===== src/rtl/nano_pkg.sv =====
`default_nettype none
// ============================================================================
// Module : nano_pkg
// Brief  : Opcodes, execute-stage FSM encoding and datapath defaults for Nano
// Rev    : 1.0
// ============================================================================
package nano_pkg;

  localparam int LARG_PADRAO   = 8;
  localparam int NREG_W_PADRAO = 3;

  localparam logic [2:0] OP_ADD = 3'b000;
  localparam logic [2:0] OP_SUB = 3'b001;
  localparam logic [2:0] OP_AND = 3'b010;
  localparam logic [2:0] OP_OR  = 3'b011;
  localparam logic [2:0] OP_XOR = 3'b100;
  localparam logic [2:0] OP_SHL = 3'b101;
  localparam logic [2:0] OP_SHR = 3'b110;
  localparam logic [2:0] OP_MUL = 3'b111;

  typedef enum logic [0:0] {
    OCIOSO = 1'b0,
    MULT   = 1'b1
  } estado_t;

endpackage
`default_nettype wire


===== src/rtl/multiplicador_seq.sv =====
`default_nettype none
// ============================================================================
// Module : multiplicador_seq
// Brief  : Unsigned shift-add multiplier, one partial product per cycle
// Rev    : 1.0
// ============================================================================
module multiplicador_seq
  import nano_pkg::*;
#(
  parameter int LARG       = LARG_PADRAO,
  parameter int MUL_CICLOS = LARG
) (
  input  logic              clk,
  input  logic              rst,
  input  logic              start,
  input  logic              ativo,
  input  logic [LARG-1:0]   multiplicando,
  input  logic [LARG-1:0]   multiplicador,
  output logic              done,
  output logic [2*LARG-1:0] produto
);

  localparam int            CW       = $clog2(MUL_CICLOS + 1);
  localparam logic [CW-1:0] C_ULTIMO = CW'(MUL_CICLOS - 1);

  logic [2*LARG-1:0] r_mcand;
  logic [LARG-1:0]   r_mplier;
  logic [2*LARG-1:0] r_acc;
  logic [CW-1:0]     r_cont;
  logic [2*LARG-1:0] w_parcial;
  logic [2*LARG-1:0] w_acc_prox;

  assign w_parcial  = r_mplier[0] ? r_mcand : '0;
  assign w_acc_prox = r_acc + w_parcial;

  // The final iteration's sum is presented directly so the owner can register
  // it on the same edge that would otherwise store it here.
  assign done    = ativo && (r_cont == C_ULTIMO);
  assign produto = w_acc_prox;

  always_ff @(posedge clk or negedge rst) begin
    if (!rst) begin
      r_mcand  <= '0;
      r_mplier <= '0;
      r_acc    <= '0;
      r_cont   <= '0;
    end else if (start) begin
      r_mcand  <= {{LARG{1'b0}}, multiplicando};
      r_mplier <= multiplicador;
      r_acc    <= '0;
      r_cont   <= '0;
    end else if (ativo) begin
      r_acc    <= w_acc_prox;
      r_mcand  <= r_mcand << 1;
      r_mplier <= r_mplier >> 1;
      r_cont   <= r_cont + 1'b1;
    end
  end

endmodule
`default_nettype wire


===== src/rtl/ula_execucao.sv =====
`default_nettype none
// ============================================================================
// Module : ula_execucao
// Brief  : Nano execute/writeback stage: ALU, sequential multiply, flags
// Rev    : 1.0
// ============================================================================
module ula_execucao
  import nano_pkg::*;
#(
  parameter int LARG       = LARG_PADRAO,
  parameter int NREG_W     = NREG_W_PADRAO,
  parameter int MUL_CICLOS = LARG
) (
  input  logic              clk,
  input  logic              rst,
  input  logic              validIn,
  input  logic [2:0]        op,
  input  logic [NREG_W-1:0] addDest,
  input  logic [LARG-1:0]   dadoA,
  input  logic [LARG-1:0]   dadoB,
  output logic              ready,
  output logic              wrEn,
  output logic [NREG_W-1:0] addWr,
  output logic [LARG-1:0]   dadoWr,
  output logic              flagZ,
  output logic              flagC
);

  estado_t           r_estado;
  estado_t           w_prox_estado;
  logic              w_emite;
  logic              w_inicia_mul;
  logic              w_grava_ula;
  logic              w_mul_fim;
  logic [2*LARG-1:0] w_produto;
  logic [LARG-1:0]   w_res;
  logic              w_carry;

  logic [NREG_W-1:0] r_dest;
  logic              r_wr;
  logic [NREG_W-1:0] r_addr;
  logic [LARG-1:0]   r_dado;
  logic              r_z;
  logic              r_c;

  assign ready   = (r_estado == OCIOSO);
  assign w_emite = validIn && ready;

  always_ff @(posedge clk or negedge rst) begin
    if (!rst) begin
      r_estado <= OCIOSO;
    end else begin
      r_estado <= w_prox_estado;
    end
  end

  always_comb begin
    w_prox_estado = r_estado;
    w_inicia_mul  = 1'b0;
    w_grava_ula   = 1'b0;
    case (r_estado)
      OCIOSO: begin
        if (w_emite) begin
          if (op == OP_MUL) begin
            w_inicia_mul  = 1'b1;
            w_prox_estado = MULT;
          end else begin
            w_grava_ula = 1'b1;
          end
        end
      end
      MULT: begin
        if (w_mul_fim) begin
          w_prox_estado = OCIOSO;
        end
      end
      default: w_prox_estado = OCIOSO;
    endcase
  end

  // Bit LARG of the widened add/sub is carry out or borrow respectively.
  always_comb begin
    w_res   = '0;
    w_carry = 1'b0;
    case (op)
      OP_ADD: {w_carry, w_res} = {1'b0, dadoA} + {1'b0, dadoB};
      OP_SUB: {w_carry, w_res} = {1'b0, dadoA} - {1'b0, dadoB};
      OP_AND: w_res = dadoA & dadoB;
      OP_OR:  w_res = dadoA | dadoB;
      OP_XOR: w_res = dadoA ^ dadoB;
      OP_SHL: {w_carry, w_res} = {dadoA, 1'b0};
      OP_SHR: {w_res, w_carry} = {1'b0, dadoA};
      default: begin
        w_res   = '0;
        w_carry = 1'b0;
      end
    endcase
  end

  multiplicador_seq #(
    .LARG       (LARG),
    .MUL_CICLOS (MUL_CICLOS)
  ) u_mul (
    .clk           (clk),
    .rst           (rst),
    .start         (w_inicia_mul),
    .ativo         (r_estado == MULT),
    .multiplicando (dadoA),
    .multiplicador (dadoB),
    .done          (w_mul_fim),
    .produto       (w_produto)
  );

  always_ff @(posedge clk or negedge rst) begin
    if (!rst) begin
      r_dest <= '0;
    end else if (w_inicia_mul) begin
      r_dest <= addDest;
    end
  end

  // Address, data and flags only move together with a write pulse.
  always_ff @(posedge clk or negedge rst) begin
    if (!rst) begin
      r_wr   <= 1'b0;
      r_addr <= '0;
      r_dado <= '0;
      r_z    <= 1'b0;
      r_c    <= 1'b0;
    end else begin
      r_wr <= 1'b0;
      if (w_grava_ula) begin
        r_wr   <= 1'b1;
        r_addr <= addDest;
        r_dado <= w_res;
        r_z    <= (w_res == '0);
        r_c    <= w_carry;
      end else if (w_mul_fim) begin
        r_wr   <= 1'b1;
        r_addr <= r_dest;
        r_dado <= w_produto[LARG-1:0];
        r_z    <= (w_produto[LARG-1:0] == '0);
        r_c    <= |w_produto[2*LARG-1:LARG];
      end
    end
  end

  assign wrEn   = r_wr;
  assign addWr  = r_addr;
  assign dadoWr = r_dado;
  assign flagZ  = r_z;
  assign flagC  = r_c;

endmodule
`default_nettype wire


===== config.mk =====
export PLATFORM = sky130hd
export DESIGN_NAME = ula_execucao
export DESIGN_NICKNAME = d
export VERILOG_FILES = /design/src/rtl/nano_pkg.sv /design/src/rtl/multiplicador_seq.sv /design/src/rtl/ula_execucao.sv
export SDC_FILE = /design/constraint.sdc
export NUM_CORES = 1
export LEC_CHECK = 0
export ABC_CLOCK_PERIOD_IN_PS = 7700
export CAP_MARGIN = 20
export CORE_MARGIN = 4
export CORE_UTILIZATION = 39
export CTS_BUF_LIST = sky130_fd_sc_hd__clkbuf_8
export DETAILED_ROUTE_END_ITERATION = 10
export PLACE_DENSITY = 0.64
export SLEW_MARGIN = 15
export SYNTH_ARGS = -nofsm -noshare
export SYNTH_HDL_FRONTEND = slang
export SYNTH_SLANG_ARGS = --single-unit

===== constraint.sdc =====
create_clock -name clk -period 7.7 [get_ports clk]
set_clock_uncertainty 0.2 [all_clocks]
set_input_delay 1.54 -clock clk [delete_from_list [all_inputs] [get_ports clk]]
set_output_delay 1.54 -clock clk [all_outputs]
set_load 0.05 [all_outputs]

-- Word level (Yosys, flattened, before mapping)
Cells that the tools add are included.
- register bits: 62
- input port bits: 25
- output and inout bits: 15
- word-level logic and storage cells: 64
- $add $sub $neg: 4
- eq/ne operators: 8
- multiplexer cells: 29
- bitwise operators: 4
- reductions and logical operators: 8
- operator list (operator ; number):
    $mux 16 ; 5
    $pmux 8 s7 ; 1
    $mux 8 ; 4
    $add 16x16->16 ; 1
    $logic_not 8->1 ; 2
    $mux 1 ; 13
    $eq 3x3->1 const B ; 4
    $add 8x8->9 ; 1
    $sub 8x8->9 ; 1
    $and 8x8->8 ; 1
    $mux 4 ; 2
    $or 8x8->8 ; 1
    $reduce_or 8->1 ; 1
    $xor 8x8->8 ; 1
    $eq 3x2->1 const B ; 2
    $mux 3 ; 2
    $add 4x1->4 const B ; 1
    $eq 4x3->1 const B ; 1
    $pmux 1 s4 ; 1
    $reduce_bool 2->1 ; 2
    $eq 3x1->1 const B ; 1
    $logic_not 3->1 ; 1
    $logic_and 1x1->1 ; 2
    $pmux 1 s2 ; 1
    $not 1->1 ; 1

-- Logic depth before layout (Yosys ltp)
Gate-level depths: netlist of run 1.
- word-level depth: 5
- depth in mapped cells: 11
- mapped depth without buffers: 11

-- Modules after synthesis
A second synthesis of run 1 with hierarchy kept.
- cell total of the unflattened synthesis: 561
- area, all modules: 5037.3 um2
- modules (own cells, without submodules) (module ; times used ; cells each ; area each (um2) ; seq. area each (um2)):
    multiplicador_seq ; 1 ; 303 ; 2859.0 ; 1101.1
    ula_execucao ; 1 ; 258 ; 2178.3 ; 450.4

-- Worst setup path after synthesis of run 1
Ideal clock, no wire load.
- path type: input-to-reg
- from: input dadoB[2]
- to: register r_dado[7] (netlist: dadoWr[7])
- library setup time: 0.118 ns
- data arrival time: 3.419 ns
- required time: 7.382 ns
- path slack: 3.963 ns
- cell stages on the path: 11
- path buffers: 1
- cells stage by stage: inv_1 ha_1 clkbuf_1 inv_1 a21oi_1 o21bai_1 a2111oi_0 nor3_1 nor3_1 a41oi_1 a21o_1
- cells in the longest elaborated chain, start to end: 3
- elaborated cells on any way between the ends: 4
- those cells by class: add/sub (2); mux (2)
- ends and longest elaborated chain (what ; RTL line ; text):
    start: declaration ; ula_execucao.sv:20 ; input logic [LARG-1:0] dadoB,
    $sub 8x8->9 or $add 8x8->9 (tied branches) ; ula_execucao.sv:87, ula_execucao.sv:86 ;
    $pmux 8 s7 (*) ; ula_execucao.sv:85 ; case (op)
    $mux 8 (*) ; ula_execucao.sv:132 ; if (w_grava_ula) begin
    end signal: assignment ; ula_execucao.sv:135 ; r_dado <= w_res;
    end signal: assignment ; ula_execucao.sv:141 ; r_dado <= w_produto[LARG-1:0];
    end: declaration ; ula_execucao.sv:42 ; logic [LARG-1:0] r_dado;
Mark *: on every way between the ends. The rest lies on a longest branch, timed or not.
A chain may end at the register's enable or synchronous reset.

-- Worst setup path after layout of run 1
- from: input dadoA[0]
- to: register r_z (netlist: flagZ)
- cells in the longest elaborated chain, start to end: 4
- elaborated cells on any way between the ends: 8
- those cells by class: add/sub (2); mux (2); bitwise (3); reduce/logical (1)
- ends and longest elaborated chain (what ; RTL line ; text):
    start: declaration ; ula_execucao.sv:19 ; input logic [LARG-1:0] dadoA,
    $sub 8x8->9 (tied with other cells) ; ula_execucao.sv:87 ; OP_SUB: {w_carry, w_res} = {1'b0, dadoA} - {1'b0, dadoB};
    $pmux 8 s7 (*) ; ula_execucao.sv:85 ;
    $logic_not 8->1 (*) ; ula_execucao.sv:136 ; r_z <= (w_res == '0);
    $mux 1 (*) ; ula_execucao.sv:132 ;
    end signal: assignment ; ula_execucao.sv:136 ;
    end signal: assignment ; ula_execucao.sv:142 ; r_z <= (w_produto[LARG-1:0] == '0);
    end: declaration ; ula_execucao.sv:43 ; logic r_z;
Marks and branches as above.

==> results of run 1 <==
how the worst max path moves through the flow:
stage,cells past startpoint,from,to,slack [ns]
after floorplan,11,dadoB[2],dadoWr[7],3.96
after global placement,11,dadoA[0],flagZ,3.14
after detailed placement,11,dadoA[0],flagZ,3.06
after CTS,11,dadoA[0],flagZ,3.43
after global routing,11,dadoA[0],flagZ,3.23
final,11,dadoA[0],flagZ,3.41
sequential cells by signal (all words and copies together), names as in the netlist, 3 cells and up:
register        cells
addWr               3
dadoWr              8
r_dest              3
u_mul.r_acc        16
u_mul.r_cont        4
u_mul.r_mcand      16
u_mul.r_mplier      8
cell families (layout without fill, tap and decap cells):
| kind of cell | count (synthesis) | count (layout) | synth area share [%] |
|---|---|---|---|
| AND/OR/NAND/NOR | 172 | 172 | 17.5 |
| adder cells (fa/ha/maj) | 43 | 43 | 12.4 |
| buffers and inverters | 58 | 92 | 4.94 |
| flip-flops | 62 | 62 | 34.2 |
| multiplexers | 10 | 10 | 2.57 |
| XOR/XNOR | 19 | 19 | 3.67 |
| AO/OA/AOI/OAI | 160 | 160 | 24.7 |
metal layers:
metal | routed length (µm) | track usage, % | vias up | share of wire [%]
li1 | - | - | 1931 | -
met1 | 5840 | 26.8 | 1903 | 48
met2 | 5620 | 29.7 | 96 | 47
met3 | 471 | 3.86 | 12 | 3.9
met4 | 129 | 5.03 | 0 | 1.1
met5 | 0 | 0 | - | 0
final cells by class:
class | count | area share (%)
clock buffers | 10 | 2.64
clock inverters | 6 | 0.744
inverters | 30 | 2.16
multi-input cells | 404 | 52.9
flip-flops and latches | 62 | 29.8
well taps | 143 | 3.43
repair buffers | 46 | 8.40
stage by stage:
stage / cell area, µm² / power, mW / hold slack (ns)
finish: 5210 / 1.55 / 0.286
global route: 5210 / 1.67 / 0.314
CTS: 5210 / 1.56 / 0.290
detailed placement: 5040 / 1.29 / 0.271
global placement: 5040 / 1.28 / 0.259
floorplan: 4530 / 1.06 / 0.246
cell usage in the layout (no fill, tap or decap), types with 3 or more instances in the layout:
cell type,n
dfrtp_1,62
a21o_1,13
mux2i_1,6
o22ai_1,5
o21a_1,4
or3_1,3
nand2_1,74
a221oi_1,4
mux2_2,3
a221o_1,15
nand2b_1,4
and2_1,17
o21bai_1,7
buf_4,7
a22o_1,5
xor2_1,8
and3_1,4
xnor2_1,11
nor2b_1,5
nor3_1,9
inv_1,30
ha_1,40
a211oi_1,3
fa_1,3
nor2_1,35
nand3_1,11
clkbuf_8,10
a21oi_1,21
a22oi_1,11
clkdlybuf4s50_1,38
o21ai_0,44
worst register-to-register path: stages (launching register included):
cell       delay (ns)
dfrtp_1          0.58
and2_1           0.27
ha_1             0.22
fa_1             0.43
a21oi_2          0.18
o2111ai_1        0.22
o2111ai_1        0.36
a211oi_1         0.14
a211oi_1         0.30
xor2_1           0.22
nand4_1          0.12
o41a_1           0.42
power by group:
group          leakage (nW)  switching, mW  internal [mW]
Sequential            0.812         0.0969          0.452
Combinational          1.57          0.463          0.273
Clock                0.0934          0.135          0.124
==> metrics.md, run 1 <==
| Metric | Value |
|---|---|
| Outcome | `finished, final reports clean` |
| DP HPWL | `slightly below 9000 µm` |
| Area of the multi-input gates | `between 0.002 and 0.003 mm²` |
| Final Wtd Congestion | `~0.86` |
| Worst Hold Class | `reg -> reg` |
| Initial drt markers | `between 200 and 250` |
| Post_cts resized | `0` |
| Share of layout cells above drive strength 1 | `6.45%` |
| Max cap viols | `0` |
| CP Buf/Inv Count | `1` |
| Mapped Nets | `between 500 and 600` |
| Setup_tns | `0 ns` |
| CP startpoint kind | `input pin` |
| Via density | `around 5.6` |
| Number of global-route vias before repair | `just under 4,000` |
| CTS tree | `done` |
| Reg2reg start | `u_mul.r_mplier[0]` |
| Hold EP | `addWr[0]` |
| Slew Limit Fails | `0` |
| Final Worst Setup Slack | `between 3 and 4 ns` |
| Final setup viols | `0` |
| Net count, final | `between 600 and 700` |
| Top-area cell type share of the netlist area | `34.2%` |
| Clock transition at path regs | `~0.070 ns` |
| Crit path max-delay family | `compound AO/OA/AOI/OAI gates` |
| IO buf count | `39` |
| Avg Synthesized Cell Area | `8.65 µm²` |
| Synth cell types | `62` |
| Post-Synthesis Cell Area | `roughly 0.0045 mm²` |
| Worst R2R Path Depth | `11` |
| First-pass iteration count of the detailed router | `4` |
| CP Data Required Time | `about 7.8 ns` |
| Wire per inst | `roughly 17 µm` |
| Synth warn | `0` |
| VDD IR max | `around 0.00018 V` |
| Ys flop type | `dfrtp_1` |
| CP Cell Sequence | `clkdlybuf4s50_1 > ha_1 > fa_1 > a21o_1 > a21oi_1 > o21bai_1 > a21oi_1 > o32ai_1 > o31ai_1 > nand4_1 > o21ai_2` |
| Root Driver | `clkbuf_8` |
| Post-synth EDFFs | `0` |
| R2R Path End | `flagC` |
| Area Growth Syn to Fin | `15.0%` |
| Ant diodes | `0` |
| Pwr Density | `~300 mW/mm²` |
| Slew @ Worst Pin | `just over 0.8 ns` |
| CP arrival | `between 4 and 5 ns` |
| Initial core utilization | `approximately two fifths` |
| Post-layout min period | `between 4 and 5 ns` |
| Async SR Flop Fraction | `100%` |
| Max Clk Rate | `around 230 MHz` |
| Post-synthesis sequential area ratio | `between 30% and 40%` |
| FF/Latch Area | `0.00155 mm²` |
| Post-CTS Setup Repair Bufs | `0` |
| Hold path startpoint | `addWr[0]` |
| Crit share post-route | `a little under three fifths` |
| Clk_lat worst skew | `about 0.34 ns` |
| CTS Buffer Depth | `2` |
| Via count | `3,942` |
| Placed Instances | `around 690` |
| Slowest cell on crit path | `clkdlybuf4s50_1` |
| RSZ-0062 raised after global routing | `false` |
| Largest net degree at the start of global routing | `63` |
| Hold Vio Cnt, Final | `0` |
| Slew margin rel. | `between 40 and 50%` |
| Synth area leader | `dfrtp_1` |
| Clock tree sinks | `between 60 and 70` |
| Non-Filler Instances | `~700` |
| H-Tree Depth | `3` |
| CTS Buf Count | `9` |
| Initial antenna violation count | `0` |
| Most frequent cell after synthesis | `nand2_1` |
| Worst R2R Setup Slack | `about 3.9 ns` |
| CP max stage delay | `0.46 ns` |
| Post-Place Setup Slack | `between 3 and 4 ns` |
| Total GRT Usage | `19.0%` |
| Synth top area cells | `dfrtp_1 34%, ha_1 11%, nand2_1 6.1%` |
| Post-route ant nets | `0` |
| Critical path class | `in -> reg` |
| DR DRC count | `0` |
| Die Area | `roughly 0.013 mm²` |
| # hold bufs at CTS | `0` |
| Filler cells | `around 1,200` |
| Critical Path Most Common Cell | `a21oi_1` |
| Syn Inst Count | `about 520` |
| FF+latch count, synth | `slightly above 60` |
| CP endpoint kind | `register` |
| Synth cell count leaders | `74 x nand2_1, 62 x dfrtp_1, 44 x o21ai_0` |
| Final Util | `~46%` |
| Chip width | `116 µm` |
| Gr ovfl total | `0` |
| Number of I/O pins | `40` |
| Row Count | `39` |
| Total Wirelength | `~12,000 µm` |
| Hold path cells | `2` |
| Core ar. | `about 0.011 mm²` |
| Die height | `roughly 120 µm` |
| First-pass GRT wire length | `~20,000 µm` |
| Lkg Pwr | `between 2 and 2.5 nW` |
| Critical Path Fanout Max | `4` |
No activity file was read; power rests on OpenSTA's default activity.
==> run 2, diff against run 1 <==
ABC_CLOCK_PERIOD_IN_PS = 3820   (was 7700)
PLACE_DENSITY = 0.66   (was 0.64)
clock period = 3.82 ns   (was 7.7 ns; I/O delays follow)
==> metrics.md, run 2 (synthesis results as in run 1) <==
| Metric | Value |
|---|---|
| Outcome | `finished, final reports clean` |
| Slew margin rel. | `43.0% (-2.1 points)` |
| Wire per inst | `16.7 µm (-3.2%)` |
| CP max stage delay | `0.43 ns (-0.03 ns)` |
| Final setup viols | `0 (unchanged)` |
| Via density | `5.59 (-0.61%)` |
| CP Launch Point | `u_mul.r_mplier[0]` |
| Slew Limit Fails | `0 (unchanged)` |
| Setup_tns | `0 ns (unchanged)` |
| RSZ-0062 raised after global routing | `false` |
| Most common cell after layout, fill and taps aside | `nand2_1` |
| R2R Path End | `flagC` |
| Critical Path Fanout Max | `4 (unchanged)` |
| Final Worst Setup Slack | `0.283 ns (-3.13 ns)` |
| Post_cts resized | `0 (unchanged)` |
| Max cap viols | `0 (unchanged)` |
| First-pass GRT wire length | `20,000 µm (-0.85%)` |
| CP Cell Sequence | `and2_1 > ha_1 > fa_1 > a21oi_2 > o2111ai_1 > o2111ai_1 > a211oi_1 > a211oi_1 > xor2_1 > nand4_1 > o41a_1` |
| CTS Buffer Depth | `2 (unchanged)` |
| Initial core utilization | `39.7% (unchanged)` |
| Share of layout cells above drive strength 1 | `8.10% (+1.6 points)` |
| Crit share post-route | `around 93%` |
| Post-Place Setup Slack | `0.0508 ns (-3.01 ns)` |
| Hold Vio Cnt, Final | `0 (unchanged)` |
| CTS Buf Count | `9 (unchanged)` |
| First-pass iteration count of the detailed router | `5 (+1)` |
| Clk_lat worst skew | `0.35 ns (about the same)` |
| Final Wtd Congestion | `0.903 (+5.3%)` |
| Max Clk Rate | `283 MHz` |
| Clock tree sinks | `62 (unchanged)` |
| Total Wirelength | `11,800 µm (-1.8%)` |
| Largest net degree at the start of global routing | `62 (-1.6%)` |
| Post-CTS Setup Repair Bufs | `0 (unchanged)` |
| Die height | `116 µm (unchanged)` |
| CP endpoint kind | `register` |
| Most frequent cells in the layout | `74 x nand2_1, 62 x dfrtp_1, 44 x o21ai_0` |
| # hold bufs at CTS | `0 (unchanged)` |
| Total GRT Usage | `18.7% (-0.28 points)` |
| Number of I/O pins | `40 (unchanged)` |
| Gr ovfl total | `0 (unchanged)` |
| DR DRC count | `0 (unchanged)` |
| CP startpoint kind | `register` |
| Initial antenna violation count | `0 (unchanged)` |
| Critical path class | `reg -> reg` |
| Slowest cell on crit path | `fa_1` |
| CP Buf/Inv Count | `0 (-1)` |
| CTS tree | `done` |
| IO buf count | `39 (unchanged)` |
| Post-layout min period | `3.54 ns` |
| Worst Hold Class | `reg -> reg` |
| Chip width | `116 µm (unchanged)` |
| Reg2reg start | `u_mul.r_mplier[0]` |
| Via count | `3,974 (+0.81%)` |
| Slew @ Worst Pin | `0.855 ns (+0.0342 ns)` |
| Crit path max-delay family | `compound AO/OA/AOI/OAI gates` |
| Ant diodes | `0 (unchanged)` |
| Core ar. | `0.0114 mm² (unchanged)` |
| Final Util | `46.8% (+1.2 points)` |
| CP arrival | `3.57 ns (-0.79 ns)` |
| Root Driver | `clkbuf_8` |
| Area Growth Syn to Fin | `17.9%` |
| DP HPWL | `8870 µm (-0.62%)` |
| H-Tree Depth | `3 (unchanged)` |
| Clock transition at path regs | `0.07 ns (about the same)` |
| Biggest regs | `u_mul.r_acc: 16 flops, u_mul.r_mcand: 16 flops` |
| Cell count along the critical path | `11 (unchanged)` |
| Row Count | `39 (unchanged)` |
| Pwr Density | `615 mW/mm² (+110%)` |
| Worst R2R Setup Slack | `0.28 ns (-3.65 ns)` |
| Number of global-route vias before repair | `4,029 (+1.9%)` |
| Worst R2R Path Depth | `11 (unchanged)` |
| Lkg Pwr | `2.55 nW (+3.1%)` |
| Net count, final | `631 (+1.6%)` |
| VDD IR max | `0.000325 V (+76%)` |
| End of the critical path | `flagC` |
| Initial drt markers | `283 (+39%)` |
| Die Area | `0.0134 mm² (unchanged)` |
| Post-route ant nets | `0 (unchanged)` |
| CP Data Required Time | `3.85 ns (-3.92 ns)` |
-- run 2: worst min path at each step --
stage | slack [ns] | cells after the start | to | startpoint
after floorplan | 0.25 | 2 | r_dest[0] | r_dest[0]
after global placement | 0.26 | 2 | r_dest[1] | r_dest[1]
after detailed placement | 0.26 | 2 | r_dest[1] | r_dest[1]
after CTS | 0.28 | 2 | r_dest[1] | r_dest[1]
after global routing | 0.32 | 2 | r_dest[2] | r_dest[2]
final | 0.28 | 2 | r_dest[2] | r_dest[2]
-- run 2: stage by stage --
step | cell area [µm²] | cells | hold slack, ns | total power, mW
detailed placement | 5110 | 695 | 0.263 | 2.63
floorplan | 4530 | 524 | 0.246 | 2.14
global placement | 5110 | 695 | 0.259 | 2.59
finish | 5350 | 711 | 0.281 | 3.29
CTS | 5350 | 711 | 0.283 | 3.31
global route | 5350 | 711 | 0.319 | 3.51
-- run 2: cell type report --
cell class              count  area (µm²)
clock inverters             5        81.3
repair buffers             56         513
clock buffers              11         151
multi-input cells         404        2760
flip-flops and latches     62        1550
inverters                  30         113
fillers                  1127        6070
well taps                 143         179
-- run 2: power breakdown --
part | leakage (nW) | switching [mW] | total [mW] | internal (mW)
combinational | 1.61 | 0.948 | 1.51 | 0.565
clock | 0.121 | 0.271 | 0.675 | 0.404
sequential | 0.812 | 0.185 | 1.10 | 0.912
-- run 2: metal layers --
metal	track usage, %	part of all wire, %
met1	25.4	46
met5	0	0
met3	3.45	5.1
met4	5.10	1.3
met2	30.7	47
-- run 2: worst min-delay path, cell delays in order, from the launching register on --
cell and delay [ns]:
dfrtp_1 0.35, nand2_1 0.05, nand2_1 0.05
